==> src/rtl/bg_rom_sched.sv <==
// Single-port background ROM sequencer: the raster display path always owns the port
// when it issues; one secondary pixel query borrows the port on idle cycles.
module bg_rom_sched #(
    parameter int                 IMG_W    = 352,
    parameter int                 IMG_H    = 176,
    parameter int                 ADDR_W   = 16,
    parameter int                 COLOR_W  = 12,
    parameter int                 WIN_X0   = 144,
    parameter int                 WIN_Y0   = 152,
    parameter logic [COLOR_W-1:0] BG_COLOR = 12'h808
) (
    input  logic               clk,
    input  logic               rst_n,
    input  logic               pix_en,
    input  logic               de,
    input  logic [9:0]         draw_x,
    input  logic [9:0]         draw_y,
    output logic [ADDR_W-1:0]  rom_addr,
    input  logic [COLOR_W-1:0] rom_color,
    output logic [COLOR_W-1:0] pix_color,
    output logic               pix_valid,
    input  logic               q_req,
    input  logic [8:0]         q_x,
    input  logic [7:0]         q_y,
    output logic               q_ack,
    output logic [COLOR_W-1:0] q_color,
    output logic               q_oob,
    output logic               q_busy
);

    localparam logic [9:0]  X_LO    = 10'(WIN_X0);
    localparam logic [9:0]  X_HI    = 10'(WIN_X0 + IMG_W - 1);
    localparam logic [9:0]  Y_LO    = 10'(WIN_Y0);
    localparam logic [9:0]  Y_HI    = 10'(WIN_Y0 + IMG_H - 1);
    localparam logic [31:0] IMG_W_U = 32'(IMG_W);
    localparam logic [31:0] IMG_H_U = 32'(IMG_H);

    typedef enum logic [1:0] {IDLE, WAIT, CAP, DONE} q_state_t;

    q_state_t           state_q;
    logic [8:0]         qx_q;
    logic [7:0]         qy_q;
    logic               q_ack_q, q_oob_q, q_busy_q;
    logic [COLOR_W-1:0] q_color_q;

    logic [ADDR_W-1:0]  rom_addr_d, rom_addr_q;
    logic               vld_p1_d, vld_p1_q;
    logic               in_p1_d, in_p1_q;
    logic [COLOR_W-1:0] pix_color_d, pix_color_q;
    logic               pix_valid_d, pix_valid_q;

    logic               inwin, disp_issue, q_is_oob;
    logic [9:0]         dx, dy;
    logic [ADDR_W-1:0]  disp_addr, qry_addr;

    // Unsigned window compare: the subtractions below are only used when inwin holds.
    always_comb begin
        inwin      = (draw_x >= X_LO) && (draw_x <= X_HI) &&
                     (draw_y >= Y_LO) && (draw_y <= Y_HI);
        disp_issue = pix_en & de & inwin;
        dx         = draw_x - X_LO;
        dy         = draw_y - Y_LO;
        disp_addr  = ADDR_W'(dy) * ADDR_W'(IMG_W) + ADDR_W'(dx);
        qry_addr   = ADDR_W'(qy_q) * ADDR_W'(IMG_W) + ADDR_W'(qx_q);
        q_is_oob   = (32'(q_x) >= IMG_W_U) || (32'(q_y) >= IMG_H_U);
    end

    // Stage p1: address issue (display wins the port); stage p2: colour capture.
    always_comb begin
        rom_addr_d = rom_addr_q;
        if (disp_issue)
            rom_addr_d = disp_addr;
        else if (state_q == WAIT)
            rom_addr_d = qry_addr;
        vld_p1_d    = pix_en & de;
        in_p1_d     = inwin;
        pix_valid_d = vld_p1_q;
        pix_color_d = pix_color_q;
        if (vld_p1_q)
            pix_color_d = in_p1_q ? rom_color : BG_COLOR;
    end

    always_ff @(posedge clk) begin
        if (!rst_n) begin
            rom_addr_q  <= '0;
            vld_p1_q    <= 1'b0;
            in_p1_q     <= 1'b0;
            pix_color_q <= '0;
            pix_valid_q <= 1'b0;
        end else begin
            rom_addr_q  <= rom_addr_d;
            vld_p1_q    <= vld_p1_d;
            in_p1_q     <= in_p1_d;
            pix_color_q <= pix_color_d;
            pix_valid_q <= pix_valid_d;
        end
    end

    // CAP samples rom_color before any display issue on the same edge can move rom_addr.
    always_ff @(posedge clk) begin
        if (!rst_n) begin
            state_q   <= IDLE;
            qx_q      <= '0;
            qy_q      <= '0;
            q_ack_q   <= 1'b0;
            q_oob_q   <= 1'b0;
            q_busy_q  <= 1'b0;
            q_color_q <= '0;
        end else begin
            q_ack_q <= 1'b0;
            case (state_q)
                IDLE: begin
                    if (q_req) begin
                        qx_q     <= q_x;
                        qy_q     <= q_y;
                        q_busy_q <= 1'b1;
                        if (q_is_oob) begin
                            state_q   <= DONE;
                            q_oob_q   <= 1'b1;
                            q_color_q <= BG_COLOR;
                            q_ack_q   <= 1'b1;
                        end else begin
                            state_q <= WAIT;
                            q_oob_q <= 1'b0;
                        end
                    end
                end
                WAIT: begin
                    if (!disp_issue)
                        state_q <= CAP;
                end
                CAP: begin
                    q_color_q <= rom_color;
                    q_ack_q   <= 1'b1;
                    state_q   <= DONE;
                end
                DONE: begin
                    q_busy_q <= 1'b0;
                    state_q  <= IDLE;
                end
                default: state_q <= IDLE;
            endcase
        end
    end

    assign rom_addr  = rom_addr_q;
    assign pix_color = pix_color_q;
    assign pix_valid = pix_valid_q;
    assign q_ack     = q_ack_q;
    assign q_color   = q_color_q;
    assign q_oob     = q_oob_q;
    assign q_busy    = q_busy_q;

endmodule

==> config.mk <==
export PLATFORM = sky130hd
export DESIGN_NAME = bg_rom_sched
export DESIGN_NICKNAME = d
export VERILOG_FILES = /design/src/rtl/bg_rom_sched.sv
export SDC_FILE = /design/constraint.sdc
export NUM_CORES = 1
export LEC_CHECK = 0
export CAP_MARGIN = 20
export CORE_UTILIZATION = 40
export DETAILED_ROUTE_END_ITERATION = 10
export HOLD_SLACK_MARGIN = 0.1
export PLACE_DENSITY = 0.68
export SYNTH_ARGS = -nofsm -noshare
export SYNTH_HDL_FRONTEND = slang
export SYNTH_SLANG_ARGS = --single-unit
==> constraint.sdc <==
create_clock -name clk -period 3.5 [get_ports clk]
set_input_delay 0.35 -clock clk [delete_from_list [all_inputs] [get_ports clk]]
set_output_delay 0.35 -clock clk [all_outputs]
set_load 0.02 [all_outputs]
* After elaboration in Yosys (flattened, before gate mapping) *
Index checks and enable logic that the tools add are counted.

operators by class
  divide/modulo/power cells = 0
  equality and inequality tests = 6
  multipliers = 2
  shift operators = 0
  $lt $le $gt $ge = 6
  multiplexer cells = 15
  reductions and logical operators = 12
  $add $sub $neg = 4
  bitwise operators = 2

operators by type and width
  operator               count
  $mux 12                3
  $mux 16                2
  $pmux 12 s2            1
  $ge 10x8->1 const B    2
  $le 10x9->1 const B    2
  $sub 10x8->10 const B  2
  $add 16x10->16         1
  $add 16x9->16          1
  $mul 10x4->11 const B  1
  $mul 8x4->11 const B   1
  $ge 9x9->1 const B     1
  $ge 8x8->1 const B     1
  $pmux 2 s4             1
  $mux 2                 3
  $ne 2x2->1 const B     3
  $reduce_and 2->1       3
  $reduce_bool 2->1      3
  $eq 2x2->1 const B     2
  $pmux 1 s2             2
  $logic_and 1x1->1      3
  $mux 1                 3
  $reduce_and 3->1       1
  $and 1x1->1            2
  $eq 2x1->1 const B     1
  2 further kinds        2

word-level totals
  logic and storage cells = 59
  input port bits = 54
  memory bits (read-only) = 0
  register bits after elaboration = 65
  output and inout port bits = 44
  RAM bits = 0
  latch bits = 0
  memories = 0

* Longest topological paths before layout *
Gate-level depths: netlist (run 1).

  depth in word-level cells = 7
  depth in mapped cells = 15
  depth with buffers taken out = 15

* Least setup slack after synthesis (run 1) *
Ideal clock, no wire load.

  kind = input to register
  from = input draw_y[3]
  to = register rom_addr_q[15], in the netlist rom_addr[15]
  path buffers = 0
  stages on the path = 13
  slack = -0.070 ns
  data required time = 3.405 ns
  data arrival time = 3.475 ns
  cell sequence = ha_1 -> or3_1 -> xor2_1 -> inv_1 -> fa_1 -> inv_1 -> ha_1 -> or4b_1 -> nand3_2 -> o2111a_1 -> nand3_1 -> or3_1 -> o311ai_1

on the way
  word-level cells in the longest chain between the ends = 5

RTL lines
  what                                                    RTL line  text
  start: declaration                                      17        input logic [9:0] draw_y,
  branches (longest 5 deep; another with $add 16x10->16)  --
  end signal: assignment                                  91        rom_addr_q <= rom_addr_d;
  end: declaration                                        46        logic [ADDR_W-1:0] rom_addr_d, rom_addr_q;

Several ways; the timed one is not identified.
A chain may end at the register's enable or synchronous reset.

* Worst setup path in the final report (run 1) *
Same ends and word-level chain as after synthesis.

==> impl_metrics.py, run 1 <==
metrics = {
    "die": {
        "fp.coreArea_um2": 11400,
        "num_rows": 39,
        "dieArea_um2": 12200,
        "io_pins": 98,
        "die_y_um": 110,
        "start_util_pct": 41.1,
        "die_w_um": 110,
    },
    "pwr": {
        "leakagePower_nw": 2.97,
        "combPwrFrac_pct": 54.4,
        "irDropWorstVdd_mv": 0.341,
        "clkPwrFrac_pct": 21.3,
        "powerDensity_nw_per_um2": 609,
        "power.internal_mw": 2.52,
        "swShare_pct": 37.7,
        "seqPwrFrac_pct": 24.3,
        "totalPowerFinal_mw": 4.04,
        "p_switching_mw": 1.52,
    },
    "drt": {
        "wl_per_cell_um": 13.9,
        "wl_um": 12000,
        "firstDrtPassIters": 4,
        "first_iter_violations": 211,
        "via_count": 4367,
        "vias_per_cell": 5.05,
        "route.antenna.remaining_nets": 0,
        "drc_errors": 0,
    },
    "global_route": {
        "grt_usage_pct": 20.0,
        "grt-ovfl-total": 0,
        "grt_pass1_wl_um": 18800,
        "use_met3_pct": 4.06,
        "grt_use_met2_pct": 35.1,
        "grt_start_max_net_pins": 55,
        "grt_pass1_vias": 4175,
        "grt_use_met1_pct": 24.6,
        "grt.busiest_layer": "met2",
        "antenna_found_initial": 0,
    },
    "layout": {
        "final_area_um2": 6630,
        "fin_nets": 842,
        "drive_gt1_share_pct": 13.2,
        "insertedDiodeCount": 0,
        "area_growth_pct": 41.3,
        "final_cell_mix": "clkdlybuf4s50_1, inv_1, dfxtp_1, buf_4, ha_1",
        "final_common_cell": "clkdlybuf4s50_1",
    },
    "sta": {
        "fmax_mhz": 290,
        "period_share_pct": 98.6,
        "fin_setup_tns_ns": 0,
        "post-route-min-period_ns": 3.45,
        "timing.final.max_slew_violations": 0,
        "worstMarginPinSlew_ns": 0.717,
        "finalHoldViolCount": 0,
        "clock_skew_ns": 0.00615,
        "finalSetupViolCount": 0,
        "slew-limit-headroom_pct": 52.1,
    },
    "yosys": {
        "syn-num-nets": 697,
        "ys.flop_type": "dfxtp_1",
        "ys_seq_area_share_pct": 27.7,
        "synthCells": 573,
        "yosysWarningCount": 0,
        "ys_types": 53,
        "avgSynthCellArea_um2": 8.19,
        "synth_area_um2": 4690,
        "synth_edf_count": 0,
        "synth_seq_cells": 65,
        "synthArstFlopShare_pct": 0,
    },
    "cts": {
        "cts_root_buf": "clkbuf_16",
        "cts_buffers": 9,
        "hold_buffers": 0,
        "worstSkewPairLatency_ns": 0.33,
        "cts_tree": "yes",
        "cts.clk_slew.worst_paths_ns": 0.05,
        "ctsHtreeMaxLevel": 3,
        "cts_sinks": 65,
        "clockBufferDepth": 2,
    },
    "worst_setup_path": {
        "worst-path-buf-inv": 5,
        "slowest_delay_ns": 0.55,
        "critPathMaxFanout": 4,
        "cpMostUsedCell": "inv_1",
        "path_cells": "dlygate4sd2_1, buf_4, a21oi_4, xnor2_2, inv_1, ha_1, inv_1, fa_1, inv_1, ha_4, or4b_4, nand3_4, o2111a_1, nand3_2, or3_4, o311ai_4",
        "end_kind": "flip-flop",
        "path_class": "input pin to flip-flop",
        "cpLargestDelayFamily": "simple AND/OR/NAND/NOR gates",
        "critPathArrivalTime_ns": 3.69,
        "critPathRequiredTime_ns": 3.74,
        "cp_slowest_cell": "or4b_4",
        "startpoint_type": "input pin",
    },
    "min_path": {
        "hold_path_class": "flip-flop to flip-flop",
    },
    "place": {
        "numPortBuffers": 97,
        "hpwl_um": 9330,
        "globalplace.congestion": 0.782,
        "place_area_um2": 6160,
    },
    "status": {
        "outcome": "completed",
    },
    "flow_run": {
        "maxCapViolCount": 0,
    },
}
==> per-layer routing <==
metal,vias up,share of wire (%)
li1,2246,-
met1,2024,45
met2,87,50
met3,10,3.8
met4,0,0.95
met5,-,0
==> registers in the layout, indices dropped and copies added, names as in the netlist <==
name         cells
rom_addr        16
pix_color       12
q_color         12
qx_q             9
qy_q             8
state_q          2
in_p1_q          1
pix_valid        1
pix_valid_d      1
q_ack            1
q_busy           1
q_oob            1
==> worst paths after layout <==
path | slack, ns | cells after the start | start | endpoint
max | 0.05 | 16 | draw_y[3] | rom_addr[15]
min | 0.46 | 2 | qx_q[0] | qx_q[0]
max reg2reg | 0.19 | 12 | qy_q[3] | rom_addr[15]
min reg2reg | 0.46 | 2 | qx_q[0] | qx_q[0]
==> cell type report <==
class,instances,area (µm²)
fillers,1051,4790
multi-input cells,417,3200
flip-flops and latches,65,1300
well taps,143,179
clock buffers,11,243
repair buffers,154,1400
clock inverters,3,42.5
inverters,71,267
==> worst min-delay path, cell delays in order, from the launching register on <==
cell and delay (ns):
dfxtp_1 0.30, nand2_1 0.05, a21oi_1 0.06
==> stage by stage <==
step	setup WS [ns]	hold WS, ns	utilization, %	cells
6_report	0.0505	0.462	58.1	864
5_1_grt	-0.0536	0.487	58.1	864
3_5_place_dp	-0.626	0.454	54.0	844
4_1_cts	0.00974	0.462	56.8	861
3_3_place_gp	-0.470	0.446	54.0	844
2_1_floorplan	0.00132	0.436	-	573
==> repair_timing <==
item,CTS,global route
pin swaps,10,12
cloned,0,0
endpoints found under the setup margin,3,3
setup buffers,3,3
resized for setup,8,22
==> power groups by stage <==
| stage | logic, mW | registers, mW | clock network [mW] |
|---|---|---|---|
| after floorplan | 1.23 | 1.07 | 0 |
| after global placement | 2.01 | 0.990 | 0 |
| after detailed placement | 2.07 | 0.993 | 0 |
| after CTS | 2.11 | 0.980 | 0.878 |
| after global routing | 2.44 | 0.995 | 0.908 |
| final | 2.20 | 0.980 | 0.862 |
==> cell families (layout without fill, tap and decap cells) <==
group | after synthesis | in the layout | share of synthesized area [%]
simple gates | 164 | 164 | 16.9
mux | 9 | 9 | 1.95
buf+inv | 91 | 239 | 7.28
compound gates | 137 | 137 | 18.4
xor+xnor | 37 | 37 | 6.90
fa+ha+maj | 70 | 70 | 20.9
flops | 65 | 65 | 27.7
==> synthesized netlist by cell type, drive strengths merged, types with 2 or more instances <==
library cell / number / area share (%)
nand2: 45 / 3.6
o2111a: 2 / 0.48
a21oi: 52 / 5.5
or2: 3 / 0.40
nor3b: 2 / 0.32
nor2b: 5 / 0.67
clkbuf: 20 / 1.6
dfxtp: 65 / 28
or4: 2 / 0.32
nor2: 50 / 4.0
and2: 2 / 0.27
o211ai: 4 / 0.64
fa: 14 / 6.0
o22ai: 4 / 0.53
a21boi: 2 / 0.32
and3b: 3 / 0.56
xor2: 13 / 2.4
nor3: 8 / 0.85
o21ai: 22 / 2.3
a31oi: 4 / 0.53
xnor2: 24 / 4.5
o311ai: 2 / 0.37
o211a: 2 / 0.43
nand3b: 2 / 0.32
and3: 2 / 0.27
nand3: 15 / 1.7
nand4: 2 / 0.27
ha: 56 / 15
nand2b: 14 / 1.9
inv: 70 / 5.6
a22oi: 12 / 1.9
a211oi: 13 / 2.1
mux2i: 8 / 1.7
or3: 5 / 0.67
a21o: 10 / 1.6
Power figures use the tool's default switching activity.
==> run 2, diff against run 1 <==
- CAP_MARGIN: 20 -> default
==> results of run 2 <==
Same layout as run 1: the final DEF is identical, and so are final timing and power.
